`src/rtl/rv_pkg.sv`:
```
// Shared RV32I pipeline definitions used by fetch and decode.
package rv_pkg;

    // addi x0, x0, 0: the canonical bubble shared by fetch and the decode flush path
    localparam logic [31:0] NOP_INSTR        = 32'h0000_0013;
    localparam logic [31:0] RESET_PC_DEFAULT = 32'h0000_0000;
    localparam int          FETCH_DEPTH_DEFAULT = 2;

    // One buffered fetch result: the instruction word and the address it came from
    typedef struct packed {
        logic [31:0] instr;
        logic [31:0] pc;
    } fetch_entry_t;

    // Sequential PC step; wraps naturally at the top of the address space
    function automatic logic [31:0] next_pc(input logic [31:0] pc);
        return pc + 32'd4;
    endfunction

endpackage

```
`src/rtl/fetch_unit_if.sv`:
```
// Instruction-memory request/response bus between fetch and imem.
interface fetch_unit_if;

    logic        imem_req;
    logic [31:0] imem_addr;
    logic        imem_ready;
    logic        imem_rvalid;
    logic [31:0] imem_rdata;

    modport master (
        output imem_req,
        output imem_addr,
        input  imem_ready,
        input  imem_rvalid,
        input  imem_rdata
    );

    modport slave (
        input  imem_req,
        input  imem_addr,
        output imem_ready,
        output imem_rvalid,
        output imem_rdata
    );

endinterface

```
`src/rtl/fetch_fifo.sv`:
```
// Small circular buffer of fetched {instruction, pc} pairs waiting for decode.
module fetch_fifo
    import rv_pkg::*;
#(
    parameter int DEPTH = FETCH_DEPTH_DEFAULT,
    localparam int CW = $clog2(DEPTH + 1)
) (
    input  logic          clk,
    input  logic          rst,
    input  logic          i_push,
    input  logic          i_pop,
    input  logic          i_clear,
    input  fetch_entry_t  i_data,
    output fetch_entry_t  o_head,
    output logic [CW-1:0] o_count,
    output logic          o_full
);

    localparam int PW = (DEPTH > 1) ? $clog2(DEPTH) : 1;

    fetch_entry_t  r_mem [DEPTH];
    logic [PW-1:0] r_rdPtr;
    logic [PW-1:0] r_wrPtr;
    logic [CW-1:0] r_count;

    // Pointers wrap at DEPTH so non-power-of-two depths also work
    function automatic logic [PW-1:0] bump(input logic [PW-1:0] p);
        if (p == PW'(DEPTH - 1)) begin
            return '0;
        end
        return p + 1'b1;
    endfunction

    // Pointer/count bookkeeping; clear drops everything held (used on redirect)
    always_ff @(posedge clk) begin
        if (rst || i_clear) begin
            r_rdPtr <= '0;
            r_wrPtr <= '0;
            r_count <= '0;
        end else begin
            if (i_push) begin
                r_wrPtr <= bump(r_wrPtr);
            end
            if (i_pop) begin
                r_rdPtr <= bump(r_rdPtr);
            end
            case ({i_push, i_pop})
                2'b10:   r_count <= r_count + 1'b1;
                2'b01:   r_count <= r_count - 1'b1;
                default: r_count <= r_count;
            endcase
        end
    end

    // Storage array; contents need no reset because the count gates visibility
    always_ff @(posedge clk) begin
        if (!rst && !i_clear && i_push) begin
            r_mem[r_wrPtr] <= i_data;
        end
    end

    assign o_head  = r_mem[r_rdPtr];
    assign o_count = r_count;
    assign o_full  = (r_count == CW'(DEPTH));

endmodule

```
`src/rtl/fetch_unit.sv`:
```
// RV32I instruction fetch: owns the PC, issues credit-limited imem requests,
// buffers responses and drives the IF/ID register consumed by decode.
module fetch_unit
    import rv_pkg::*;
#(
    parameter logic [31:0] RESET_PC = RESET_PC_DEFAULT,
    parameter int          DEPTH    = FETCH_DEPTH_DEFAULT
) (
    input  logic                clk,
    input  logic                rst,
    fetch_unit_if.master        imem,
    input  logic                stall,
    input  logic                redirect,
    input  logic [31:0]         redirect_addr,
    output logic                valid_out,
    output logic [31:0]         instruction_out,
    output logic [31:0]         pre_address_out
);

    localparam int CW = $clog2(DEPTH + 1);
    localparam int SW = CW + 1;
    localparam int PW = (DEPTH > 1) ? $clog2(DEPTH) : 1;

    logic [31:0]   r_pc;
    logic [CW-1:0] r_outstanding;
    logic [CW-1:0] r_drop;
    logic [31:0]   r_pcQueue [DEPTH];
    logic [PW-1:0] r_pqHead;
    logic [PW-1:0] r_pqTail;

    logic          w_pop;
    logic          w_push;
    logic          w_req;
    logic          w_accept;
    logic [SW-1:0] w_occupancy;
    logic [CW-1:0] w_fifoCount;
    logic          w_fifoFull;
    fetch_entry_t  w_pushData;
    fetch_entry_t  w_head;

    function automatic logic [PW-1:0] bump(input logic [PW-1:0] p);
        if (p == PW'(DEPTH - 1)) begin
            return '0;
        end
        return p + 1'b1;
    endfunction

    // Decode takes the head whenever it is not stalled and no flush is happening
    assign w_pop = !stall && (w_fifoCount != '0) && !redirect;

    // Credit rule: buffered + in-flight words (after this cycle's pop) stay below DEPTH,
    // so every response is guaranteed a FIFO slot
    assign w_occupancy = SW'(w_fifoCount) + SW'(r_outstanding) - SW'(w_pop);
    assign w_req       = !rst && !redirect && (w_occupancy < SW'(DEPTH));
    assign w_accept    = w_req && imem.imem_ready;

    assign imem.imem_req  = w_req;
    assign imem.imem_addr = r_pc;

    // Responses belonging to a flushed path are swallowed while drop is non-zero
    assign w_push = imem.imem_rvalid && (r_drop == '0) && !redirect;

    assign w_pushData.instr = imem.imem_rdata;
    assign w_pushData.pc    = r_pcQueue[r_pqHead];

    fetch_fifo #(
        .DEPTH (DEPTH)
    ) u_fifo (
        .clk     (clk),
        .rst     (rst),
        .i_push  (w_push),
        .i_pop   (w_pop),
        .i_clear (redirect),
        .i_data  (w_pushData),
        .o_head  (w_head),
        .o_count (w_fifoCount),
        .o_full  (w_fifoFull)
    );

    // PC, in-flight PC queue, outstanding and drop counters
    always_ff @(posedge clk) begin
        if (rst) begin
            r_pc          <= RESET_PC;
            r_outstanding <= '0;
            r_drop        <= '0;
            r_pqHead      <= '0;
            r_pqTail      <= '0;
        end else begin
            if (redirect) begin
                r_pc <= redirect_addr;
            end else if (w_accept) begin
                r_pc <= next_pc(r_pc);
            end

            if (w_accept) begin
                r_pcQueue[r_pqTail] <= r_pc;
                r_pqTail            <= bump(r_pqTail);
            end
            if (imem.imem_rvalid) begin
                r_pqHead <= bump(r_pqHead);
            end

            case ({w_accept, imem.imem_rvalid})
                2'b10:   r_outstanding <= r_outstanding + 1'b1;
                2'b01:   r_outstanding <= r_outstanding - 1'b1;
                default: r_outstanding <= r_outstanding;
            endcase

            if (redirect) begin
                r_drop <= r_outstanding - CW'(imem.imem_rvalid);
            end else if (imem.imem_rvalid && (r_drop != '0)) begin
                r_drop <= r_drop - 1'b1;
            end
        end
    end

    // IF/ID register: redirect flushes, stall freezes, otherwise take head or a bubble
    always_ff @(posedge clk) begin
        if (rst) begin
            valid_out       <= 1'b0;
            instruction_out <= NOP_INSTR;
            pre_address_out <= '0;
        end else if (redirect) begin
            valid_out       <= 1'b0;
            instruction_out <= NOP_INSTR;
        end else if (!stall) begin
            if (w_pop) begin
                valid_out       <= 1'b1;
                instruction_out <= w_head.instr;
                pre_address_out <= w_head.pc;
            end else begin
                valid_out       <= 1'b0;
                instruction_out <= NOP_INSTR;
            end
        end
    end

    // A response arriving with the buffer full would mean the credit rule is broken
    assert property (@(posedge clk) disable iff (rst) !(w_push && w_fifoFull));

endmodule

```
`src/flat_wrapper.sv`:
```
// flat-port wrapper written by rule: the top's interface ports become plain ports
module fetch_unit_flat import rv_pkg::*;
#(
    parameter logic [31:0] RESET_PC = RESET_PC_DEFAULT,
    parameter int          DEPTH    = FETCH_DEPTH_DEFAULT
)
  (clk, rst, stall, redirect, redirect_addr, valid_out, instruction_out, pre_address_out, imem_imem_req, imem_imem_addr, imem_imem_ready, imem_imem_rvalid, imem_imem_rdata);
  fetch_unit_if imem_i ();
  input  logic clk;
  input  logic rst;
  input  logic stall;
  input  logic redirect;
  input  logic [31:0] redirect_addr;
  output logic valid_out;
  output logic [31:0] instruction_out;
  output logic [31:0] pre_address_out;
  output wire logic [$bits(imem_i.imem_req)-1:0] imem_imem_req;
  output wire logic [$bits(imem_i.imem_addr)-1:0] imem_imem_addr;
  input wire logic [$bits(imem_i.imem_ready)-1:0] imem_imem_ready;
  input wire logic [$bits(imem_i.imem_rvalid)-1:0] imem_imem_rvalid;
  input wire logic [$bits(imem_i.imem_rdata)-1:0] imem_imem_rdata;
  assign imem_imem_req = imem_i.imem_req;
  assign imem_imem_addr = imem_i.imem_addr;
  assign imem_i.imem_ready = imem_imem_ready;
  assign imem_i.imem_rvalid = imem_imem_rvalid;
  assign imem_i.imem_rdata = imem_imem_rdata;
  fetch_unit #(.RESET_PC(RESET_PC), .DEPTH(DEPTH)) u_core (.clk(clk), .rst(rst), .imem(imem_i), .stall(stall), .redirect(redirect), .redirect_addr(redirect_addr), .valid_out(valid_out), .instruction_out(instruction_out), .pre_address_out(pre_address_out));
endmodule
```
`config.mk`:
```
export PLATFORM = sky130hd
export DESIGN_NAME = fetch_unit_flat
export DESIGN_NICKNAME = d
export VERILOG_FILES = /design/src/rtl/rv_pkg.sv /design/src/rtl/fetch_unit_if.sv /design/src/rtl/fetch_fifo.sv /design/src/rtl/fetch_unit.sv /design/src/flat_wrapper.sv
export SDC_FILE = /design/constraint.sdc
export NUM_CORES = 1
export LEC_CHECK = 0
export ABC_CLOCK_PERIOD_IN_PS = 8000
export CORE_UTILIZATION = 28
export CTS_CLUSTER_DIAMETER = 30
export DETAILED_ROUTE_END_ITERATION = 8
export HOLD_SLACK_MARGIN = 0.03
export SLEW_MARGIN = 20
export SYNTH_ARGS = -nofsm -noshare
export SYNTH_HDL_FRONTEND = slang
export SYNTH_SLANG_ARGS = --single-unit
export TNS_END_PERCENT = 1
```
`constraint.sdc`:
```
create_clock -name clk -period 8 [get_ports clk]
set_input_delay 2 -clock clk [delete_from_list [all_inputs] [get_ports clk]]
set_output_delay 2 -clock clk [all_outputs]
set_load 0.02 [all_outputs]
```
Word level (Yosys, flattened, before mapping). Memory sizes are Yosys's and may differ from the RTL's. A register that Yosys moved wholly into a read port is not among the register bits. Index checks and enable logic that the tools add are counted.

Flip-flop bits (word level): 107. Latch bits: 0. Memory bits (writable): 192. ROM bits: 0. Output and inout port bits: 98. Logic and storage cells: 92. Memories kept: 2.

Memory list: u_core.u_fifo.r_mem (depth 2, bits a word 64, read ports 1, clocked after Yosys merged registers in 1, write ports 1, RTL line fetch_fifo.sv:21) `fetch_entry_t r_mem [DEPTH];`; u_core.r_pcQueue (depth 2, bits a word 32, read ports 1, clocked after Yosys merged registers in 1, write ports 1, RTL line fetch_unit.sv:27) `logic [31:0] r_pcQueue [DEPTH];`.

Add/subtract/negate cells: 13. Multiply operators: 0. Divide/modulo/power cells: 0. $lt $le $gt $ge: 1. Equal/unequal tests: 4. Shifts and indexed selects: 0. Mux-type cells: 37. Bitwise operators: 2. Reduce and logical (&&, ||, !) cells: 22.

Operator list (count): 2-to-1 mux 32 bit (3); adder 32 x 3 -> 32 bit (second input constant) (1); 2-to-1 mux 1 bit (30); nonzero test 2 bit (6); logical AND 1 bit (9); case mux 2 bit (2 select lines) (2); subtractor 2 x 1 -> 2 bit (second input constant) (3); adder 1 bit (second input constant) (4); adder 2 x 1 -> 2 bit (second input constant) (2); equality test 2 x 1 -> 1 bit (second input constant) (2); equality test 2 bit (second input constant) (2); 2-to-1 mux 2 bit (2); adder 2 x 2 -> 3 bit (1); logical NOT 1 bit (3); less-than comparator 3 x 2 -> 1 bit (second input constant) (1); AND reduction 3 bit (1); subtractor 3 x 1 -> 3 bit (1); logical NOT 2 bit (1); NOT 1 bit (2); OR reduction 2 bit (1); subtractor 2 x 1 -> 2 bit (1); logical OR 1 bit (1).

Logic depth before layout (Yosys ltp). Gate-level depths: netlist of run 1.

Depth in word-level cells: 10. Mapped depth: 14.

Cells and area by module. A second synthesis of run 1 with hierarchy kept.

Cells, all modules: 843. Area total of the unflattened synthesis: 11549.8 um^2.

Modules (own cells, without submodules): fetch_unit (times used 1, cells an instance 622, area each 6720.2 um^2, seq. area each 4003.8 um^2); fetch_fifo (times used 1, cells an instance 221, area each 4829.6 um^2, seq. area each 3943.8 um^2).

Least setup slack after synthesis of run 1. Ideal clock, no wire load.

Path type: input-to-reg. From: input redirect. To: memory u_core.u_fifo.r_mem[0][0] (netlist bit) (enable). Library setup time: 0.565 ns. Arrival time: 7.080 ns. Data required time: 7.435 ns. Path slack: 0.355 ns. Stages: 4. Buffers on the path: 2. Cell sequence: clkbuf_1 -> or2_2 -> clkbuf_1 -> nor3_1.

Longest elaborated chain between the ends: 5. Elaborated cells between the ends (all ways): 6. Classes of those cells: mux (2); reduce/logical (4).

RTL lines: start, declared (RTL line flat_wrapper.sv:12) `input logic redirect;`; logical NOT 1 bit * (RTL line fetch_fifo.sv:57, fetch_unit.sv:61); logical AND 1 bit, on equally long branches (RTL line fetch_fifo.sv:57, fetch_unit.sv:61); logical AND 1 bit * (RTL line fetch_fifo.sv:57) `if (!rst && !i_clear && i_push) begin`; 2-to-1 mux 1 bit * (RTL line fetch_fifo.sv:57); 2-to-1 mux 1 bit (implied by the code) * (RTL line fetch_fifo.sv:58) `r_mem[r_wrPtr] <= i_data;`; end, declared (RTL line fetch_fifo.sv:21).

Every way passes the cells marked *; elsewhere a longest branch is shown, timed or not.

Worst setup path in the final report of run 1.
From: input stall. To: output imem_imem_req.

Longest elaborated chain between the ends: 6.

RTL lines: start, declared (RTL line flat_wrapper.sv:11) `input logic stall;`; logical NOT 1 bit; logical AND 1 bit (2 in a row) (RTL line fetch_unit.sv:49) `assign w_pop = !stall && (w_fifoCount != '0) && !redirect;`; subtractor 3 x 1 -> 3 bit (RTL line fetch_unit.sv:53) `assign w_occupancy = SW'(w_fifoCount) + SW'(r_outstanding) - SW'(w_pop);`; less-than comparator 3 x 2 -> 1 bit (RTL line fetch_unit.sv:54) `assign w_req = !rst && !redirect && (w_occupancy < SW'(DEPTH));`; logical AND 1 bit (RTL line fetch_unit.sv:54); end, declared (RTL line flat_wrapper.sv:17) `output wire logic [$bits(imem_i.imem_req)-1:0] imem_imem_req;`.

No other way between the ends.

==> results of run 1 <==
## cells in the final DEF (no fill, tap or decap), drive strengths merged, types with 29 or more instances in the layout
cell type and count:
a22oi 29, mux2i 39, a211oi 52, nor2 103, clkdlybuf4s50 166, nand2 33, edfxtp 192, mux2 61
dfxtp 109, clkbuf 82
## worst max-delay path, delay by kind of cell
family | cells | cell delay (ns)
AOI/OAI and AO/OA | 1 | 0.30
and+or+nand+nor | 3 | 0.42
buffers and inverters | 2 | 1.20
adders and majority gates | 2 | 0.72
xor gates and xnor gates | 1 | 0.26
## sequential cells by signal, indices dropped and copies added, names as in the netlist, named ones only
signal and flops:
u_core.r_drop 2, u_core.valid_out 1, u_core.u_fifo.r_mem 128, u_core.imem.imem_addr 32, u_core.pre_address_out 32, u_core.u_fifo.r_rdPtr 1
u_core.instruction_out 32, u_core.r_pqTail 1, u_core.u_fifo.r_wrPtr 1, u_core.r_pqHead 1, u_core.r_pcQueue 64, u_core.u_fifo.o_count 2
u_core.r_outstanding 2
## final cells by class
class,count,area (sq um),area share
Clock buffer,82,1827,0.1134
Clock inverter,46,680.7,0.04224
Inverter,13,48.80,0.003028
Multi-Input combinational cell,449,3199,0.1986
Sequential cell,301,7951,0.4935
Tap cell,525,656.9,0.04077
Timing Repair Buffer,178,1749,0.1086
## path summary, 6_finish.rpt
| check | to | slack (ns) | cells after the start |
|---|---|---|---|
| max | imem_imem_req | 1.09 | 9 |
| min | u_core.instruction_out[1] | 0.48 | 2 |
| max reg2reg | u_core.imem.imem_addr[31] | 4.40 | 10 |
| min reg2reg | u_core.instruction_out[1] | 0.48 | 2 |
## per-stage QoR
| stage | hold slack (ns) | total power [mW] | instance area (sq um) |
|---|---|---|---|
| after detailed placement | 0.4673 | 2.020 | 13610 |
| after floorplan | 0.4711 | 1.902 | 11340 |
| after global placement | 0.4643 | 2.015 | 13610 |
| after CTS | 0.4757 | 4.977 | 16110 |
| after global routing | 0.4943 | 5.085 | 16110 |
| final | 0.4756 | 4.908 | 16110 |
## where the power goes
group / switching, mW / leakage (nW) / internal [mW]
Clock: 0.905 / 1.19 / 2.01
Combinational: 0.134 / 1.49 / 0.113
Sequential: 0.0354 / 2.64 / 1.71
Total: 1.07 / 5.32 / 3.83
## logic make-up (layout without fill, tap and decap cells)
logic type      after synthesis  after routing
flops                       301            301
simple gates                197            197
compound gates              107            107
mux                         100            100
buf+inv                      56            319
xor+xnor                     37             37
fa+ha+maj                     8              8
## metal layers
layer	wire, um	vias up
met2	11830	239
li1	-	3452
met1	12160	3427
met3	1888	35
met4	461	0
met5	0	-
==> impl_summary.log, run 1 <==
[metrics] status: finished clean
[metrics] overall global routing resource usage: 0.1291
[metrics] setup total negative slack: 0 ns
[metrics] Crit Path Class: primary input to primary output
[metrics] setup violators final: 0
[metrics] number of global-route vias before repair: 7319
[metrics] last weighted congestion value of the routability-driven placer: 0.7844
[metrics] fraction of the mapped netlist area in compound gates: 0.06699
[metrics] Peak supply drop: 0.1408 mV
[metrics] met3 demand-to-capacity share in global routing: 0.03787
[metrics] synthesized netlist net count: 884
[metrics] Max Freq: 0.1448 GHz
[metrics] global-route wire length before repair: 40990 um
[metrics] average instance area after synthesis: 14.07 sq um
[metrics] via count of the routed design: 7153
[metrics] arrival time of the worst setup path: 4.91 ns
[metrics] iteration-0 DRC count of the detailed router: 335
[metrics] post-synthesis share of cell area spent on full adders, half adders and majority gates: 0.009491
[metrics] Layout Skew: 0.03320 ns
[metrics] area of the core: 39820 sq um
[metrics] instance count after placement with tap cells included: 1466
[metrics] pin count of the biggest net entering global routing: 98
[metrics] fraction of layout cells with a size suffix above 1: 0.1890
[metrics] layer carrying the most global-route usage: met2
[metrics] capturing element type of the critical path: primary output
[metrics] share of cell area taken by muxes after synthesis: 0.09502
[metrics] Max-slew headroom: 0.2899
[metrics] Yosys warning count: 0
[metrics] cell at the root of the clock tree: clkbuf_16
[metrics] detailed-route wire length: 26340 um
[metrics] maxcap violations: 0
[metrics] starting density of the core: 0.2847
[metrics] maximum count of clock buffers along a single path: 3
[metrics] standard-cell rows: 73
[metrics] CTS Hold Bufs: 0
[metrics] H-Tree Depth: 3
[metrics] startpoint of the worst-slack reg-to-reg timing path: u_core.u_fifo.o_count[0]
[metrics] Die Span Y: 203.2 um
[metrics] met1 capacity usage during global routing: 0.1740
[metrics] final critical path time including I/O delays and setup: 6.906 ns
[metrics] register clock-pin slew on the reported worst setup and hold paths: 0.05 ns
[metrics] final instance count without filler cells: 1594
[metrics] ranking of synthesized cells by instance count: 192 x edfxtp_1, 109 x dfxtp_1, 103 x nor2_1
[metrics] number of CTS-inserted buffers: 69
[metrics] power per standard cell area: 304.6 nW/um^2
[metrics] parity-gate share of the synthesized area counting xor and xnor cells: 0.02858
[metrics] leakage power total: 5.317 nW
[metrics] #FFs+latches synth: 301
[metrics] die area: 41300 sq um
[metrics] Routed Antenna Nets: 0
[metrics] largest stage delay on the critical path: 0.61 ns
[metrics] met2 routing resource usage after global routing: 0.1923
[metrics] library cells used by synthesis: 41
[metrics] first drt pass iteration count: 5
[metrics] count of antenna diodes in the layout: 0
[metrics] share of synthesized area occupied by flip-flops and latches: 0.7010
[metrics] CP Launch Point: stall
[metrics] most common cell type on the critical path: clkdlybuf4s50_1
[metrics] Post-Synthesis Cells: 806
[metrics] crit path setup slack, layout: 1.094 ns
[metrics] ys flop type: edfxtp_1
[metrics] dominant cells by area after synthesis: edfxtp_1 51%, dfxtp_1 19%, mux2_2 6.1%
[metrics] Post-Route Utilization: 0.4046
[metrics] Setup Fix Bufs, Post-CTS: 0
[metrics] Post-Place Worst Slack: 1.123 ns
[metrics] io pins: 168
[metrics] NumNets Final: 1090
[metrics] dominant cell by count in the synthesized netlist: edfxtp_1
[metrics] cell at the slowest stage of the critical path: clkdlybuf4s50_1
[metrics] Yosys top cell area share: 0.5086
[metrics] period utilisation layout: 0.8632
[metrics] kind of start point of the critical path: primary input
[metrics] unrepaired setup endpoints after global routing: false
[metrics] DRC viols: 0
[metrics] Skew-Pair Late Insertion Delay: 0.56 ns
[metrics] share of synthesized flip-flops with an asynchronous set or reset: 0
[metrics] worst path required time: 6.00 ns
[metrics] die outline width: 203.2 um
[metrics] count of flip-flops with a built-in enable after synthesis: 192
[metrics] final-layout fill cell count: 3730
[metrics] class of the tightest hold or removal check: register to register
[metrics] sinks on the clock net: 301
[metrics] transition at the pin with the smallest max-transition slack: 1.065 ns
[metrics] via density per instance: 4.487
[metrics] max-slew violation count: 0
[metrics] half-perimeter wire length after placement: 16290 um
[metrics] combinational family with the most area after synthesis: multiplexers
[metrics] number of I/O port buffers: 167
[metrics] post-cts sizing count: 0
[metrics] source of the worst hold timing path: u_core.instruction_out[1]
[metrics] mapped cell area: 11340 sq um
[metrics] number of antenna violations at the first check in global routing: 1
[metrics] maximum fanout count along the critical path: 3
[metrics] cell-by-cell trace of the critical path: clkdlybuf4s50_1 > o21bai_1 > nor2_4 > ha_1 > nand2b_1 > fa_1 > xor2_1 > and3_1 > clkdlybuf4s50_1
[metrics] post-synthesis to final-layout area growth: 42.13%
[metrics] routed wirelength normalized by instance count: 16.52 um
[metrics] TritonCTS clock tree: built
[metrics] global route total overflow: 0
[metrics] cell taking the most area after synthesis: edfxtp_1
[metrics] number of hold violations in the final report: 0
[metrics] fraction of the mapped netlist area in simple logic gates: 0.08034
(Power assumes the default switching activity.)
==> run 2, diff against run 1 <==
Settings changed: CORE_MARGIN from default to 10.
==> run 2 against run 1 <==
Compared with the run above:
- critical path depth unchanged
- clock power decreased by 19%
- die area increased by 18%
- critical path type unchanged
- largest cell class unchanged
==> impl_summary.log, run 2 (same netlist as run 1, synthesis figures left out) <==
[metrics] die outline width: 221.2 um
[metrics] standard-cell rows: 73
[metrics] Max Freq: 0.1443 GHz
[metrics] status: finished clean
[metrics] post-synthesis to final-layout area growth: 37.42%
[metrics] cell depth of the worst min-delay path: 2
[metrics] last weighted congestion value of the routability-driven placer: 0.7668
[metrics] H-Tree Depth: 2
[metrics] placed instance area: 13600 sq um
[metrics] max FFs per register: 128
[metrics] register with the most flip-flops: u_core.u_fifo.r_mem
[metrics] fraction of layout cells with a size suffix above 1: 0.1773
[metrics] DRC viols: 0
[metrics] io pins: 168
[metrics] iteration-0 DRC count of the detailed router: 430
[metrics] via density per instance: 4.536
[metrics] number of global-route vias before repair: 7235
[metrics] Max-slew headroom: 0.2820
[metrics] maximum count of clock buffers along a single path: 3
[metrics] max-slew violation count: 0
[metrics] register-to-register path setup slack: 4.41 ns
[metrics] CTS Hold Bufs: 0
[metrics] final std cell area, no fill: 15580 sq um
[metrics] via count of the routed design: 7167
[metrics] class of the tightest hold or removal check: register to register
[metrics] TritonCTS clock tree: built
[metrics] Post-Place Worst Slack: 1.117 ns
[metrics] Setup Fix Bufs, Post-CTS: 0
[metrics] detailed-route wire length: 27770 um
[metrics] top flop regs: u_core.u_fifo.r_mem (128), u_core.r_pcQueue (64)
[metrics] final critical path time including I/O delays and setup: 6.930 ns
[metrics] count of antenna diodes in the layout: 0
[metrics] maximum fanout count along the critical path: 3
[metrics] Post-Route Utilization: 0.3903
[metrics] commonest non-fill, non-tap cell in the layout: edfxtp_1
[metrics] overall global routing resource usage: 0.1114
[metrics] transition at the pin with the smallest max-transition slack: 1.077 ns
[metrics] arrival time of the worst setup path: 4.93 ns
[metrics] number of antenna violations at the first check in global routing: 0
[metrics] kind of start point of the critical path: primary input
[metrics] Layout Skew: 0.01472 ns
[metrics] number of I/O port buffers: 167
[metrics] Skew-Pair Late Insertion Delay: 0.58 ns
[metrics] cell at the root of the clock tree: clkbuf_16
[metrics] setup violators final: 0
[metrics] capture instance of the worst register-to-register path: u_core.r_outstanding[1]
[metrics] Crit Path Class: primary input to primary output
[metrics] first drt pass iteration count: 5
[metrics] die area: 48940 sq um
[metrics] area of the core: 39910 sq um
[metrics] crit path setup slack, layout: 1.070 ns
[metrics] global route total overflow: 0
[metrics] half-perimeter wire length after placement: 17860 um
[metrics] power per standard cell area: 279.2 nW/um^2
[metrics] startpoint of the worst-slack reg-to-reg timing path: u_core.u_fifo.o_count[0]
[metrics] pin count of the biggest net entering global routing: 98
[metrics] number of hold violations in the final report: 0
[metrics] sinks on the clock net: 301
[metrics] post-cts sizing count: 0
[metrics] leakage power total: 5.084 nW
[metrics] worst path required time: 6.00 ns
[metrics] register clock-pin slew on the reported worst setup and hold paths: 0.05 ns
[metrics] NumNets Final: 1081
[metrics] capturing element type of the critical path: primary output
[metrics] top library cells by usage in the layout, fill and taps aside: 192 x edfxtp_1, 166 x clkdlybuf4s50_1, 108 x dfxtp_1
[metrics] Hold Path End: u_core.valid_out
[metrics] Peak supply drop: 0.1719 mV
[metrics] routed wirelength normalized by instance count: 17.58 um
[metrics] number of CTS-inserted buffers: 61
[metrics] period utilisation layout: 0.8663
[metrics] Die Span Y: 221.2 um
[metrics] setup total negative slack: 0 ns
[metrics] r2r worst-path depth: 11
[metrics] Hold Slack: 0.4859 ns
[metrics] global-route wire length before repair: 43580 um
[metrics] source of the worst hold timing path: u_core.valid_out
[metrics] starting density of the core: 0.2840
[metrics] Routed Antenna Nets: 0
[metrics] unrepaired setup endpoints after global routing: false
[metrics] maxcap violations: 0
==> run 2: changes by cell type in the layout (fill, tap and decap cells not counted) <==
cell and delta:
clkbuf_16 -8, clkinv_1 +5, inv_16 +2, bufinv_16 -8, buf_4 -1, inv_6 +5, clkinv_16 -4, clkbuf_8 -2
clkinv_8 -2, clkbuf_1 -4, clkinv_4 -2, clkinv_2 +5
==> run 2: layer usage <==
layer / vias to the layer above / part of all wire / GRT usage
met2: 213 / 0.45 / 0.1700
li1: 3442 / - / -
met3: 46 / 0.069 / 0.03783
met1: 3466 / 0.46 / 0.1445
met5: - / 0 / 0
met4: 0 / 0.022 / 0.03787
==> run 2: power by group <==
group          total [mW]  internal (mW)  leakage, nW  switching [mW]
clock network        2.36           1.53        0.957           0.829
registers            1.74           1.71         2.64          0.0337
logic               0.250          0.113         1.49           0.137
total                4.35           3.35         5.08           0.999
==> run 2: area by class of cell <==
class                      count  area, sq um
tap                          525        656.9
fill                        3754        24330
clock inverter                47        397.9
sequential                   301         7951
timing repair buffer         177         1742
clock buffer                  68         1584
inverter                      13        48.80
multi-input combinational    449         3199
==> run 2: worst max-delay path by stage <==
stage	from	to	slack, ns	cells after the start
finish	stall	imem_imem_req	1.07	9
global placement	stall	imem_imem_req	1.13	9
CTS	stall	imem_imem_req	1.08	9
floorplan	redirect	u_core.u_fifo.r_mem[0][0]	0.36	4
global route	stall	imem_imem_req	0.95	9
detailed placement	stall	imem_imem_req	1.12	9
==> run 2: critical path: stages <==
cell and delay (ns):
clkdlybuf4s50_1 0.60, o21bai_1 0.30, nor2_4 0.05, ha_1 0.29, nand2b_1 0.15, fa_1 0.42
xor2_1 0.28, and3_1 0.22, clkdlybuf4s50_1 0.62
==> run 2: per-stage QoR <==
stage,cells,total power [mW]
after detailed placement,1465,2.022
final,1580,4.349
after global routing,1580,4.515
after CTS,1580,4.411
after floorplan,806,1.902
after global placement,1465,2.017
==> run 3, diff against run 2 <==
Settings changed: ABC_AREA from default to 1.
==> run 3 against run 2 <==
Compared with the run above:
- count of clock-buffer cells in the layout is 13 higher
- sequential share of layout area fell by 3.0 points
- worst hold slack lost 0.027 ns
- area after synthesis rose by 4.7%
==> impl_summary.log, run 3 <==
[metrics] standard-cell rows: 75
[metrics] area of the core: 41950 sq um
[metrics] half-perimeter wire length after placement: 20440 um
[metrics] final critical path time including I/O delays and setup: 6.815 ns
[metrics] count of antenna diodes in the layout: 0
[metrics] Post-Synthesis Cells: 1128
[metrics] power share of the clock group: 0.591
[metrics] Die Span Y: 225.9 um
[metrics] synthesized netlist net count: 1206
[metrics] number of CTS-inserted buffers: 70
[metrics] library cells used by synthesis: 36
[metrics] Peak supply drop: 0.1943 mV
[metrics] post-synthesis to final-layout area growth: 39.37%
[metrics] number of I/O port buffers: 167
[metrics] pin count of the biggest net entering global routing: 98
[metrics] ranking of synthesized cells by instance count: 366 x nand2_1, 192 x edfxtp_1, 109 x dfxtp_1
[metrics] H-Tree Depth: 3
[metrics] register clock-pin slew on the reported worst setup and hold paths: 0.04 ns
[metrics] P_sw: 1.075 mW
[metrics] routed wirelength normalized by instance count: 16.34 um
[metrics] register with the most flip-flops: u_core.u_fifo.r_mem
[metrics] count of flip-flops with a built-in enable after synthesis: 192
[metrics] setup total negative slack: 0 ns
[metrics] power share of the sequential group: 0.361
[metrics] maximum count of clock buffers along a single path: 3
[metrics] status: finished clean
[metrics] crit path setup slack, layout: 1.185 ns
[metrics] number of antenna violations at the first check in global routing: 0
[metrics] Skew-Pair Late Insertion Delay: 0.57 ns
[metrics] mapped cell area: 11870 sq um
[metrics] cell at the root of the clock tree: clkbuf_16
[metrics] number of global-route vias before repair: 8623
[metrics] DRC viols: 0
[metrics] dominant cell by count in the synthesized netlist: nand2_1
[metrics] Crit Path Class: primary input to primary output
[metrics] overall global routing resource usage: 0.1223
[metrics] maxcap violations: 0
[metrics] period utilisation layout: 0.8519
[metrics] fraction of power spent switching nets: 0.2242
[metrics] worst path required time: 6.00 ns
[metrics] via count of the routed design: 8581
[metrics] unrepaired setup endpoints after global routing: false
[metrics] Yosys top cell area share: 0.4859
[metrics] CTS Hold Bufs: 0
[metrics] via density per instance: 4.453
[metrics] cell taking the most area after synthesis: edfxtp_1
[metrics] capturing element type of the critical path: primary output
[metrics] iteration-0 DRC count of the detailed router: 488
[metrics] final-layout fill cell count: 3984
[metrics] sinks on the clock net: 301
[metrics] last weighted congestion value of the routability-driven placer: 0.8654
[metrics] max-slew violation count: 0
[metrics] share of synthesized flip-flops with an asynchronous set or reset: 0
[metrics] leakage power total: 6.022 nW
[metrics] post-cts sizing count: 0
[metrics] power per standard cell area: 289.9 nW/um^2
[metrics] die area: 51020 sq um
[metrics] class of the tightest hold or removal check: register to register
[metrics] max FFs per register: 128
[metrics] dominant cells by area after synthesis: edfxtp_1 49%, dfxtp_1 18%, nand2_1 12%
[metrics] commonest non-fill, non-tap cell in the layout: nand2_1
[metrics] Yosys warning count: 0
[metrics] average instance area after synthesis: 10.52 sq um
[metrics] top flop regs: u_core.u_fifo.r_mem (128), u_core.r_pcQueue (64)
[metrics] Setup Fix Bufs, Post-CTS: 0
[metrics] final std cell area, no fill: 16540 sq um
[metrics] top library cells by usage in the layout, fill and taps aside: 366 x nand2_1, 192 x edfxtp_1, 167 x clkdlybuf4s50_1
[metrics] first drt pass iteration count: 5
[metrics] NumNets Final: 1408
[metrics] combinational power share: 0.048
[metrics] ys flop type: edfxtp_1
[metrics] kind of start point of the critical path: primary input
[metrics] setup violators final: 0
[metrics] maximum fanout count along the critical path: 5
[metrics] share of synthesized area occupied by flip-flops and latches: 0.6698
[metrics] detailed-route wire length: 31490 um
[metrics] arrival time of the worst setup path: 4.81 ns
[metrics] TritonCTS clock tree: built
[metrics] register-to-register path setup slack: 4.44 ns
[metrics] global-route wire length before repair: 48580 um
[metrics] P_int: 3.719 mW
[metrics] placed instance area: 14100 sq um
[metrics] io pins: 168
[metrics] die outline width: 225.9 um
[metrics] Post-Place Worst Slack: 1.159 ns
[metrics] starting density of the core: 0.2829
[metrics] Max Freq: 0.1467 GHz
[metrics] Layout Skew: 0.02027 ns
[metrics] #FFs+latches synth: 301
[metrics] fraction of layout cells with a size suffix above 1: 0.1390
[metrics] Post-Route Utilization: 0.3943
[metrics] Routed Antenna Nets: 0
[metrics] transition at the pin with the smallest max-transition slack: 1.003 ns
[metrics] global route total overflow: 0
[metrics] Max-slew headroom: 0.3314
[metrics] number of hold violations in the final report: 0
run 3: changes by cell type in the layout (fill, tap and decap cells not counted), sizes merged, moves of 18 or more:
cell | previous run | this run
nand2 | 33 | 370
a21oi | 9 | 65
o21ai | 8 | 62
a211oi | 52 | 0
inv | 21 | 73
nand3 | 9 | 59
nor2 | 103 | 59
mux2i | 39 | 0
a31oi | 2 | 35
mux2 | 61 | 32
a22oi | 29 | 1
xor2 | 19 | 1
run 3: power by group through the flow:
stage,clock (mW),sequential (mW),combinational (mW)
5_1_grt,2.97,1.73,0.256
4_1_cts,2.89,1.73,0.235
3_5_place_dp,0,1.76,0.233
6_report,2.83,1.73,0.231
3_3_place_gp,0,1.76,0.229
2_1_floorplan,0,1.76,0.112
run 3: path summary, 6_finish.rpt:
path	cells past startpoint	startpoint	endpoint
hold reg to reg	2	u_core.instruction_out[27]	u_core.instruction_out[27]
hold / removal	2	u_core.instruction_out[27]	u_core.instruction_out[27]
setup reg to reg	10	u_core.u_fifo.o_count[0]	u_core.r_pcQueue[1][9]
setup / recovery	13	stall	imem_imem_req
run 3: worst max-delay path, stage by stage:
cell and delay [ns]:
clkdlybuf4s50_1 0.53, inv_2 0.08, o21ai_2 0.13, nor2_4 0.06
ha_1 0.29, or2_2 0.30, fa_1 0.38, inv_1 0.07
nand2_1 0.04, nand2_1 0.12, nand2_1 0.06, nor2_1 0.08
clkdlybuf4s50_1 0.67
run 3: cells by family after synthesis:
family / Yosys count / synth area share
fa+ha+maj: 8 / 0.009068
flops: 301 / 0.6698
xor+xnor: 6 / 0.004428
simple gates: 494 / 0.1695
mux: 32 / 0.03037
buf+inv: 122 / 0.04260
compound gates: 165 / 0.07423
run 3: final cells by class:
cell class	count	area (sq um)	area share
Timing Repair Buffer	181	1789	0.1082
Clock inverter	49	544.3	0.03291
Sequential cell	301	7949	0.4806
Multi-Input combinational cell	705	3436	0.2077
Inverter	71	270.3	0.01634
Clock buffer	81	1876	0.1134
Tap cell	539	674.4	0.04078
run 3: stage by stage:
step | power, mW | hold slack, ns | cells
after floorplan | 1.876 | 0.4475 | 1128
after global placement | 1.986 | 0.4519 | 1796
after detailed placement | 1.991 | 0.4544 | 1796
after CTS | 4.859 | 0.4614 | 1926
after global routing | 4.961 | 0.4767 | 1927
final | 4.794 | 0.4588 | 1927
run 3: metal layers:
metal | track usage | wire [um]
met3 | 0.04125 | 2521
met2 | 0.1955 | 14400
met1 | 0.1500 | 13960
met5 | 0 | 0
met4 | 0.04553 | 607
